File: src/rtl/nibble_bus_mem_pkg.sv
// Shared definitions for the nibble CPU pin bus and its program/data memory.
// Bus widths are common with the 4-bit accumulator CPU.
package nibble_bus_mem_pkg;

    localparam int BUS_ADDR_W = 6;
    localparam int BUS_DATA_W = 4;

    typedef logic       store_state_t;
    typedef logic [1:0] load_state_t;

    localparam store_state_t S_IDLE = 1'b0;
    localparam store_state_t S_ADDR = 1'b1;

    localparam load_state_t L_IDLE = 2'd0;
    localparam load_state_t L_LOAD = 2'd1;
    localparam load_state_t L_HOLD = 2'd2;

endpackage

File: src/rtl/nibble_bus_mem_if.sv
// CPU pin bus plus host load handshake seen by nibble_bus_mem.
// The master side is the CPU/host; the slave side is the memory.
interface nibble_bus_mem_if
    import nibble_bus_mem_pkg::*;
#(
    parameter int ADDR_W = BUS_ADDR_W,
    parameter int DATA_W = BUS_DATA_W
) ();

    logic [ADDR_W-1:0] bus_addr;
    logic              bus_wcyc;
    logic [DATA_W-1:0] cpu_data;
    logic              cpu_rst;

    logic              load_start;
    logic              host_valid;
    logic [DATA_W-1:0] host_data;
    logic              host_last;
    logic              host_ready;
    logic              load_busy;
    logic              load_done;
    logic              wr_err;

    modport master (
        output bus_addr, bus_wcyc, load_start, host_valid, host_data, host_last,
        input  cpu_data, cpu_rst, host_ready, load_busy, load_done, wr_err
    );

    modport slave (
        input  bus_addr, bus_wcyc, load_start, host_valid, host_data, host_last,
        output cpu_data, cpu_rst, host_ready, load_busy, load_done, wr_err
    );

endinterface

File: src/rtl/nibble_bus_mem_array.sv
// Flop-based word array: one synchronous write port, one asynchronous read port.
// The whole array clears on reset so the CPU always boots from a known image.
module nibble_bus_mem_array #(
    parameter int ADDR_W = 6,
    parameter int DATA_W = 4
) (
    input  logic              clk,
    input  logic              rst_p,
    input  logic              we,
    input  logic [ADDR_W-1:0] waddr,
    input  logic [DATA_W-1:0] wdata,
    input  logic [ADDR_W-1:0] raddr,
    output logic [DATA_W-1:0] rdata
);

    localparam int DEPTH = 2 ** ADDR_W;

    logic [DATA_W-1:0] mem [DEPTH];

    // NOTE: resetting every word forces flops rather than RAM macros; the CPU relies on an all-zero image after reset.
    always_ff @(posedge clk or posedge rst_p) begin
        if (rst_p) begin
            for (int i = 0; i < DEPTH; i++) begin
                mem[i] <= '0;
            end
        end else if (we) begin
            mem[waddr] <= wdata;
        end
    end

    assign rdata = mem[raddr];

endmodule

File: src/rtl/nibble_bus_mem.sv
// Program/data memory on the nibble CPU pin bus: decodes the two-phase store
// protocol and runs a host load that holds the CPU in reset while filling memory.
module nibble_bus_mem
    import nibble_bus_mem_pkg::*;
#(
    parameter int ADDR_W = BUS_ADDR_W,
    parameter int DATA_W = BUS_DATA_W
) (
    input  logic              clk,
    input  logic              rst_p,
    nibble_bus_mem_if.slave   bus
);

    store_state_t      s_state;
    load_state_t       l_state;
    logic [ADDR_W-1:0] wr_addr;
    logic [ADDR_W-1:0] load_ptr;
    logic              cpu_rst_q;
    logic              wr_err_q;

    logic              load_req;
    logic              load_busy;
    logic              store_en;
    logic              store_wr;
    logic              load_xfer;
    logic              load_end;

    logic              mem_we;
    logic [ADDR_W-1:0] mem_waddr;
    logic [DATA_W-1:0] mem_wdata;

    assign load_busy = (l_state == L_LOAD) || (l_state == L_HOLD);
    assign load_req  = (l_state == L_IDLE) && bus.load_start;
    // A load request in the same cycle as a store phase takes precedence.
    assign store_en  = !load_busy && !cpu_rst_q && !load_req;
    assign store_wr  = store_en && (s_state == S_ADDR) && bus.bus_wcyc;
    assign load_xfer = (l_state == L_LOAD) && bus.host_valid;
    assign load_end  = load_xfer && (bus.host_last || (load_ptr == '1));

    // NOTE: all state below uses non-blocking assignments so every flop samples pre-edge values.
    always_ff @(posedge clk or posedge rst_p) begin
        if (rst_p) begin
            s_state  <= S_IDLE;
            wr_addr  <= '0;
            wr_err_q <= 1'b0;
        end else if (load_req) begin
            s_state  <= S_IDLE;
            wr_err_q <= 1'b0;
        end else if (!store_en) begin
            s_state  <= S_IDLE;
        end else begin
            case (s_state)
                S_IDLE: begin
                    if (bus.bus_wcyc) begin
                        wr_addr <= bus.bus_addr;
                        s_state <= S_ADDR;
                    end
                end
                default: begin
                    if (!bus.bus_wcyc) begin
                        wr_err_q <= 1'b1;
                    end
                    s_state <= S_IDLE;
                end
            endcase
        end
    end

    always_ff @(posedge clk or posedge rst_p) begin
        if (rst_p) begin
            l_state   <= L_IDLE;
            load_ptr  <= '0;
            cpu_rst_q <= 1'b1;
        end else begin
            case (l_state)
                L_IDLE: begin
                    cpu_rst_q <= bus.load_start;
                    if (bus.load_start) begin
                        l_state  <= L_LOAD;
                        load_ptr <= '0;
                    end
                end
                L_LOAD: begin
                    if (load_end) begin
                        l_state <= L_HOLD;
                    end
                    // The pointer saturates at the top address instead of wrapping.
                    if (load_xfer && (load_ptr != '1)) begin
                        load_ptr <= load_ptr + 1'b1;
                    end
                end
                L_HOLD:  l_state <= L_IDLE;
                default: l_state <= L_IDLE;
            endcase
        end
    end

    // NOTE: every output of this block gets a default first, so no latch can be inferred.
    always_comb begin
        mem_we    = load_xfer || store_wr;
        mem_waddr = wr_addr;
        mem_wdata = bus.bus_addr[DATA_W-1:0];
        if (load_xfer) begin
            mem_waddr = load_ptr;
            mem_wdata = bus.host_data;
        end
    end

    nibble_bus_mem_array #(
        .ADDR_W (ADDR_W),
        .DATA_W (DATA_W)
    ) u_array (
        .clk   (clk),
        .rst_p (rst_p),
        .we    (mem_we),
        .waddr (mem_waddr),
        .wdata (mem_wdata),
        .raddr (bus.bus_addr),
        .rdata (bus.cpu_data)
    );

    assign bus.cpu_rst    = cpu_rst_q;
    assign bus.host_ready = (l_state == L_LOAD);
    assign bus.load_busy  = load_busy;
    assign bus.load_done  = (l_state == L_HOLD);
    assign bus.wr_err     = wr_err_q;

endmodule

File: src/flat_wrapper.sv
// flat-port wrapper written by rule: the top's interface ports become plain ports
module nibble_bus_mem_flat import nibble_bus_mem_pkg::*;
#(
    parameter int ADDR_W = BUS_ADDR_W,
    parameter int DATA_W = BUS_DATA_W
)
  (clk, rst_p, bus_bus_addr, bus_bus_wcyc, bus_load_start, bus_host_valid, bus_host_data, bus_host_last, bus_cpu_data, bus_cpu_rst, bus_host_ready, bus_load_busy, bus_load_done, bus_wr_err);
  nibble_bus_mem_if #(.ADDR_W(ADDR_W), .DATA_W(DATA_W)) bus_i ();
  input  logic clk;
  input  logic rst_p;
  input wire logic [$bits(bus_i.bus_addr)-1:0] bus_bus_addr;
  input wire logic [$bits(bus_i.bus_wcyc)-1:0] bus_bus_wcyc;
  input wire logic [$bits(bus_i.load_start)-1:0] bus_load_start;
  input wire logic [$bits(bus_i.host_valid)-1:0] bus_host_valid;
  input wire logic [$bits(bus_i.host_data)-1:0] bus_host_data;
  input wire logic [$bits(bus_i.host_last)-1:0] bus_host_last;
  output wire logic [$bits(bus_i.cpu_data)-1:0] bus_cpu_data;
  output wire logic [$bits(bus_i.cpu_rst)-1:0] bus_cpu_rst;
  output wire logic [$bits(bus_i.host_ready)-1:0] bus_host_ready;
  output wire logic [$bits(bus_i.load_busy)-1:0] bus_load_busy;
  output wire logic [$bits(bus_i.load_done)-1:0] bus_load_done;
  output wire logic [$bits(bus_i.wr_err)-1:0] bus_wr_err;
  assign bus_i.bus_addr = bus_bus_addr;
  assign bus_i.bus_wcyc = bus_bus_wcyc;
  assign bus_i.load_start = bus_load_start;
  assign bus_i.host_valid = bus_host_valid;
  assign bus_i.host_data = bus_host_data;
  assign bus_i.host_last = bus_host_last;
  assign bus_cpu_data = bus_i.cpu_data;
  assign bus_cpu_rst = bus_i.cpu_rst;
  assign bus_host_ready = bus_i.host_ready;
  assign bus_load_busy = bus_i.load_busy;
  assign bus_load_done = bus_i.load_done;
  assign bus_wr_err = bus_i.wr_err;
  nibble_bus_mem #(.ADDR_W(ADDR_W), .DATA_W(DATA_W)) u_core (.clk(clk), .rst_p(rst_p), .bus(bus_i));
endmodule
File: config.mk
export PLATFORM = sky130hd
export DESIGN_NAME = nibble_bus_mem_flat
export DESIGN_NICKNAME = d
export VERILOG_FILES = /design/src/rtl/nibble_bus_mem_pkg.sv /design/src/rtl/nibble_bus_mem_if.sv /design/src/rtl/nibble_bus_mem_array.sv /design/src/rtl/nibble_bus_mem.sv /design/src/flat_wrapper.sv
export SDC_FILE = /design/constraint.sdc
export NUM_CORES = 1
export LEC_CHECK = 0
export BUFFER_PORTS_ARGS = -buffer_cell sky130_fd_sc_hd__buf_2
export CORE_AREA = 5 5 155 157
export CTS_BUF_LIST = sky130_fd_sc_hd__clkbuf_2
export DETAILED_ROUTE_END_ITERATION = 8
export DIE_AREA = 0 0 160 162
export PLACE_DENSITY_LB_ADDON = 0.05
export REMOVE_ABC_BUFFERS = 1
export SLEW_MARGIN = 20
export SYNTH_ARGS = -nofsm -noshare
export SYNTH_HDL_FRONTEND = slang
export SYNTH_SLANG_ARGS = --single-unit
File: constraint.sdc
create_clock -name clk -period 20.9 [get_ports clk]
set_input_delay 6.27 -clock clk [delete_from_list [all_inputs] [get_ports clk]]
set_output_delay 6.27 -clock clk [all_outputs]
set_load 0.01 [all_outputs]
# [Word-level counts from Yosys, hierarchy flattened]
# Cells that the tools add are included.
[word_totals] register_bits=273 latchBits=0 ramBits=0 mem_bits_ro=0 output_inout_bits=9 elab_cells=131 mem_count=0
[classes] n_addsub=1 mul=0 n_div=0 order_cmp=3 eq_ne=8 n_shift=0 mux=22 bitwise=4 reduce_logical=23
[ops] cell="bitwise mux 256 bit" n=1
[ops] cell="binary-select mux 4 bit (select 6 bit)" n=1
[ops] cell="demux 4 bit (select 6 bit)" n=1
[ops] cell="2-to-1 mux 6 bit" n=3
[ops] cell="2-to-1 mux 4 bit" n=4
[ops] cell="greater-or-equal comparator 7 bit (second input constant)" n=2
[ops] cell="NOT 6 -> 7 bit" n=2
[ops] cell="case mux 6 bit (2 select lines)" n=1
[ops] cell="logical AND 1 bit" n=9
[ops] cell="2-to-1 mux 1 bit" n=8
[ops] cell="less-than comparator 7 x 1 -> 1 bit (second input constant)" n=1
[ops] cell="adder 6 x 1 -> 6 bit (second input constant)" n=1
[ops] cell="== test 6 bit (second input constant)" n=1
[ops] cell="inequality test 2 x 1 -> 1 bit (second input constant)" n=3
[ops] cell="inequality test 6 bit (second input constant)" n=1
[ops] cell="AND reduction 3 bit" n=2
[ops] cell="nonzero test 2 bit" n=3
[ops] cell="2-to-1 mux 2 bit" n=2
[ops] cell="case mux 2 bit (2 select lines)" n=1
[ops] cell="AND reduction 4 bit" n=1
[ops] cell="zero test 1 bit" n=3
[ops] cell="logical OR 1 bit" n=3
[ops] cell="== test 2 x 1 -> 1 bit (second input constant)" n=1
[ops] cell="== test 2 bit (second input constant)" n=1
[ops] cell="other kinds (4)" n=5

# [Logic depth before layout (Yosys ltp)]
[depth] ltp_word=9 depth_mapped=10 mapped_depth_nobuf=7

# [Cells and area by module]
# From an unflattened synthesis, not the netlist that was laid out.
[unflattened] hier_cells=904 area_unflattened_um2=13181.4
[by_module_without_submodules] mod="nibble_bus_mem_array" n_inst=1 cells_per_inst=810 area_each_um2=12131.6
[by_module_without_submodules] mod="nibble_bus_mem" n_inst=1 cells_per_inst=94 area_each_um2=1049.8

# [Least setup slack after synthesis]
# OpenSTA, ideal clock, no wires.
[synth_timing] kind="in2out" start="input port bus_bus_addr[0]" end="output port bus_cpu_data[2]" t_arrival_ps=7939 required_time_ps=14630 path_slack_ps=6691 cell_stages=9 path_cell_list="buf_4 -> buf_4 -> buf_4 -> buf_2 -> nor2_1 -> a221oi_1 -> o21ai_0 -> o211a_1 -> o32ai_1"
[synth_between] elab_chain_len=4
[synth_lines] item="start: declaration" line="flat_wrapper.sv:11" rtl="input wire logic [$bits(bus_i.bus_addr)-1:0] bus_bus_addr;"
[synth_lines] item="NOT 6 -> 7 bit (implied by the code)" line="nibble_bus_mem_array.sv:31" rtl="assign rdata = mem[raddr];"
[synth_lines] item="binary-select mux 4 bit (select 6 bit)" line="nibble_bus_mem_array.sv:31"
[synth_lines] item="2-to-1 mux 4 bit (implied by the code) (2 in a row)" line="nibble_bus_mem_array.sv:31"
[synth_lines] item="end: declaration" line="flat_wrapper.sv:17" rtl="output wire logic [$bits(bus_i.cpu_data)-1:0] bus_cpu_data;"
# No other way between the ends. The select of a mux whose other input is x is not followed.

# [Worst setup path in the final report]
[layout_timing] start="input port bus_bus_addr[1]" end="output port bus_cpu_data[1]"
# Same word-level chain as after synthesis.

==> results.toml <==
[grt]
first_global_vias = 8662
global_routing_usage_summed_across_all_routing_layers_pct = 24.4
grt_pass1_wl_um = 49200
largest_net_degree_at_the_start_of_global_routing = 125
grt_remaining_overflow = 0
grt_antenna_before_repair = 1

[synth]
synthesis.yosys.warnings = 0
postSynthCellCount = 922
synth-async-reset-ratio_pct = 100
yosysSeqAreaShare_pct = 51.6
synth.distinct_cells = 60
synth_enable_flop_cells = 0
ys.flop_type = "sky130_fd_sc_hd__dfrtp_1"
postSynthAreaPerCell_sq_um = 14.4
mapped_area_sq_mm = 0.0132
yosys_reg_bits = 273

[clock_network]
cts_resized = 0
cts-buffers-inserted = 73
clock_tree_from_tritoncts = "built"
post_cts_setup_buffer_count = 0
clkLatencyLatePin_ns = 0.86
clock-root-buffer = "sky130_fd_sc_hd__clkbuf_2"
cts_buffer_depth = 3
clock_transition_at_the_registers_of_the_reported_paths_ns = 0.10
cts_hold_buf = 0
clock_sinks = 273
htreeDepth = 3

[outcome]
status = "finished clean"

[placement]
post_placement_cell_count = 1179
routability_congestion_estimate_from_global_placement = 0.829
place_hpwl_um = 19700
io_buffer_count = 24

[timing]
slew_headroom_pct = 35.3
final_setup_violation_count = 0
fin_tns_setup_ns = 0
grt_setup_unrepaired = "no"
fin_worst_skew_ns = 0.0727
hold_ws_ns = 0.505
max_freq_ghz = 0.0646
min_period_over_period_pct = 74.0
period_needed_ns = 15.47
tightestPinTransition_ns = 0.971
final-hold-violation-count = 0
drv_slew = 0

[critical_path]
critical_path.most_common_cell = "sky130_fd_sc_hd__buf_4"
path_buf_inv = 3
worst_path_max_delay_cell = "sky130_fd_sc_hd__buf_4"
crit_path_end_kind = "output port"
worst_setup_path_start_kind = "primary input"
worstPathCellList = "buf_4, buf_4, mux4_2, and2_0, a2111oi_0, a311o_1, o2bb2ai_1, buf_2"
path_class = "primary input to output port"
critical-path-max-stage-delay_ns = 0.71
required_ns = 14.63
path_delay_family = "buffers and inverters"
timing.critical_path.fanout_max = 48
cp_data_arrival_time_ns = 9.20

[finish]
final_cell_count_no_fill = 1304
drive_above_1_share_pct = 51.4
flow.area_growth_from_synthesis_pct = 6.83
layout.nets = 991

[route]
num_vias = 8154
drcViolationCount = 0
avgViaCountPerCell = 6.25
wl_um = 30700
final_antenna_net_count = 0
routedWlPerCell_um = 23.5
drt_iter0_markers = 661
detail_route.first_pass.iterations = 5

[die]
core.rowCount = 55
die_area_sq_mm = 0.0259
horiz_die_dim_um = 160
dieHeight_um = 162
floorplan.core_area_sq_mm = 0.0224
ios = 25
floorplan.initialDensity_pct = 59.2

[hold_path]
path_class_of_the_lowest_slack_min_delay_path = "register to register"

[pwr]
power_per_cell_area_mw_per_mm2 = 114
totalPowerFinal_mw = 1.62
power.leakage_nw = 6.81
ir_worst_vdd_v = 0.0000610

[flow_run]
drv.max_cap_violation_count = 0
cell families (layout without fill, tap and decap cells):
group,Yosys count,in the layout,synth area share [%]
flops,273,273,51.6
compound gates,65,65,3.51
mux,354,354,35.0
buf+inv,70,166,2.45
fa+ha+maj,6,6,0.567
simple gates,154,154,6.82
other cells,0,1,0
worst register-to-register path: stages (launching register included):
cell	delay (ns)
sky130_fd_sc_hd__dfrtp_1	0.42
sky130_fd_sc_hd__inv_1	0.13
sky130_fd_sc_hd__ha_1	0.50
sky130_fd_sc_hd__nand2_2	0.25
sky130_fd_sc_hd__mux2_4	0.39
sky130_fd_sc_hd__or3_1	0.74
sky130_fd_sc_hd__nor2_2	0.38
sky130_fd_sc_hd__mux2_2	0.37
cell usage after synthesis, types with 6 or more instances:
cell	instances	share of area [%]
sky130_fd_sc_hd__a211oi_1	6	0.34
sky130_fd_sc_hd__a221oi_1	6	0.40
sky130_fd_sc_hd__and2_1	6	0.28
sky130_fd_sc_hd__buf_2	19	0.72
sky130_fd_sc_hd__buf_4	9	0.51
sky130_fd_sc_hd__clkbuf_1	29	0.82
sky130_fd_sc_hd__dfrtp_1	272	51
sky130_fd_sc_hd__ha_1	6	0.57
sky130_fd_sc_hd__inv_1	10	0.28
sky130_fd_sc_hd__mux2_1	20	1.7
sky130_fd_sc_hd__mux2_2	251	21
sky130_fd_sc_hd__mux2i_1	19	1.4
sky130_fd_sc_hd__mux4_2	58	9.9
sky130_fd_sc_hd__nand2_1	40	1.1
sky130_fd_sc_hd__nand2b_1	6	0.28
sky130_fd_sc_hd__nor2_1	11	0.31
sky130_fd_sc_hd__nor2_2	40	1.9
sky130_fd_sc_hd__nor2_4	6	0.51
sky130_fd_sc_hd__nor2b_1	7	0.33
sky130_fd_sc_hd__o21ai_0	15	0.57
sky130_fd_sc_hd__or3_1	8	0.38
layout make-up:
class	count	area, sq um
Antenna cell	1	2.50
Timing Repair Buffer	32	186
Clock inverter	15	88.8
Sequential cell	273	6830
Tap cell	285	357
Clock buffer	109	546
Multi-Input combinational cell	579	6080
Inverter	10	45.0
Fill cell	1699	8230
layout by cell type (no fill, tap or decap), types with 3 or more instances in the layout:
master,synthesis,layout
sky130_fd_sc_hd__mux2_1,20,20
sky130_fd_sc_hd__nand3_1,4,4
sky130_fd_sc_hd__clkbuf_2,0,109
sky130_fd_sc_hd__inv_1,10,9
sky130_fd_sc_hd__nand2_2,3,3
sky130_fd_sc_hd__a221oi_1,6,6
sky130_fd_sc_hd__buf_4,9,8
sky130_fd_sc_hd__dfrtp_1,272,272
sky130_fd_sc_hd__mux2_2,251,250
sky130_fd_sc_hd__ha_1,6,6
sky130_fd_sc_hd__nor2_2,40,40
sky130_fd_sc_hd__mux2_4,5,6
sky130_fd_sc_hd__a32o_1,4,4
sky130_fd_sc_hd__or3_1,8,8
sky130_fd_sc_hd__a31oi_1,3,3
sky130_fd_sc_hd__o221ai_1,3,3
sky130_fd_sc_hd__and2_1,6,6
sky130_fd_sc_hd__mux4_2,58,58
sky130_fd_sc_hd__nor2b_1,7,7
sky130_fd_sc_hd__nor3_1,5,5
sky130_fd_sc_hd__mux2i_1,19,19
sky130_fd_sc_hd__o22ai_1,3,3
sky130_fd_sc_hd__o21ai_0,15,15
sky130_fd_sc_hd__a211oi_1,6,6
sky130_fd_sc_hd__nand2b_4,4,4
sky130_fd_sc_hd__nor2_4,6,6
sky130_fd_sc_hd__buf_2,19,23
sky130_fd_sc_hd__nand2_1,40,40
sky130_fd_sc_hd__nand2b_1,6,6
sky130_fd_sc_hd__inv_2,0,4
sky130_fd_sc_hd__clkinv_1,0,7
sky130_fd_sc_hd__a21oi_1,5,5
sky130_fd_sc_hd__nor2_1,11,11
sky130_fd_sc_hd__a22oi_1,3,3
state kept, by name (all words and copies together), names as in the netlist:
signal and count:
u_core.s_state 1, u_core.wr_addr 6, u_core.bus.cpu_rst 1, u_core.u_array.mem 256
u_core.l_state 2, u_core.load_ptr 6, u_core.bus.wr_err 1
through the flow:
stage	setup slack (ns)	utilization, %	area (sq um)
after floorplan	7.11	-	12900
after global placement	5.52	60.3	13500
after detailed placement	5.47	60.4	13500
after CTS	5.44	63.2	14100
after global routing	5.22	63.2	14100
final	5.43	63.2	14100
per-layer routing:
layer,wire length (um),share of wire [%],global-route usage [%],up-vias
li1,-,-,-,3524
met1,13200,43,32.9,4238
met2,14700,48,39.5,291
met3,1720,5.6,5.10,101
met4,1090,3.6,9.43,0
met5,0,0,0,-
report_power, final:
group	internal, mW	switching (mW)	total [mW]
clock network	0.150	0.216	0.366
registers	0.690	0.0932	0.784
logic	0.236	0.232	0.468
total	1.08	0.541	1.62
final timing paths:
kind / to / start / depth (start not counted) / slack (ns)
max: bus_cpu_data[1] / bus_bus_addr[1] / 8 / 5.43
min: u_core.u_array.mem[250]$_DFFE_PP0P_ / u_core.u_array.mem[250]$_DFFE_PP0P_ / 1 / 0.50
max reg2reg: u_core.u_array.mem[107]$_DFFE_PP0P_ / u_core.l_state[1]$_DFFE_PP0P_ / 7 / 17.56
min reg2reg: u_core.u_array.mem[250]$_DFFE_PP0P_ / u_core.u_array.mem[250]$_DFFE_PP0P_ / 1 / 0.50
max in group asynchronous: u_core.u_array.mem[49]$_DFFE_PP0P_ / rst_p / 3 / 13.80
min in group asynchronous: u_core.u_array.mem[67]$_DFFE_PP0P_ / rst_p / 2 / 5.59
Note: power is estimated with default switching activity, not from simulation.
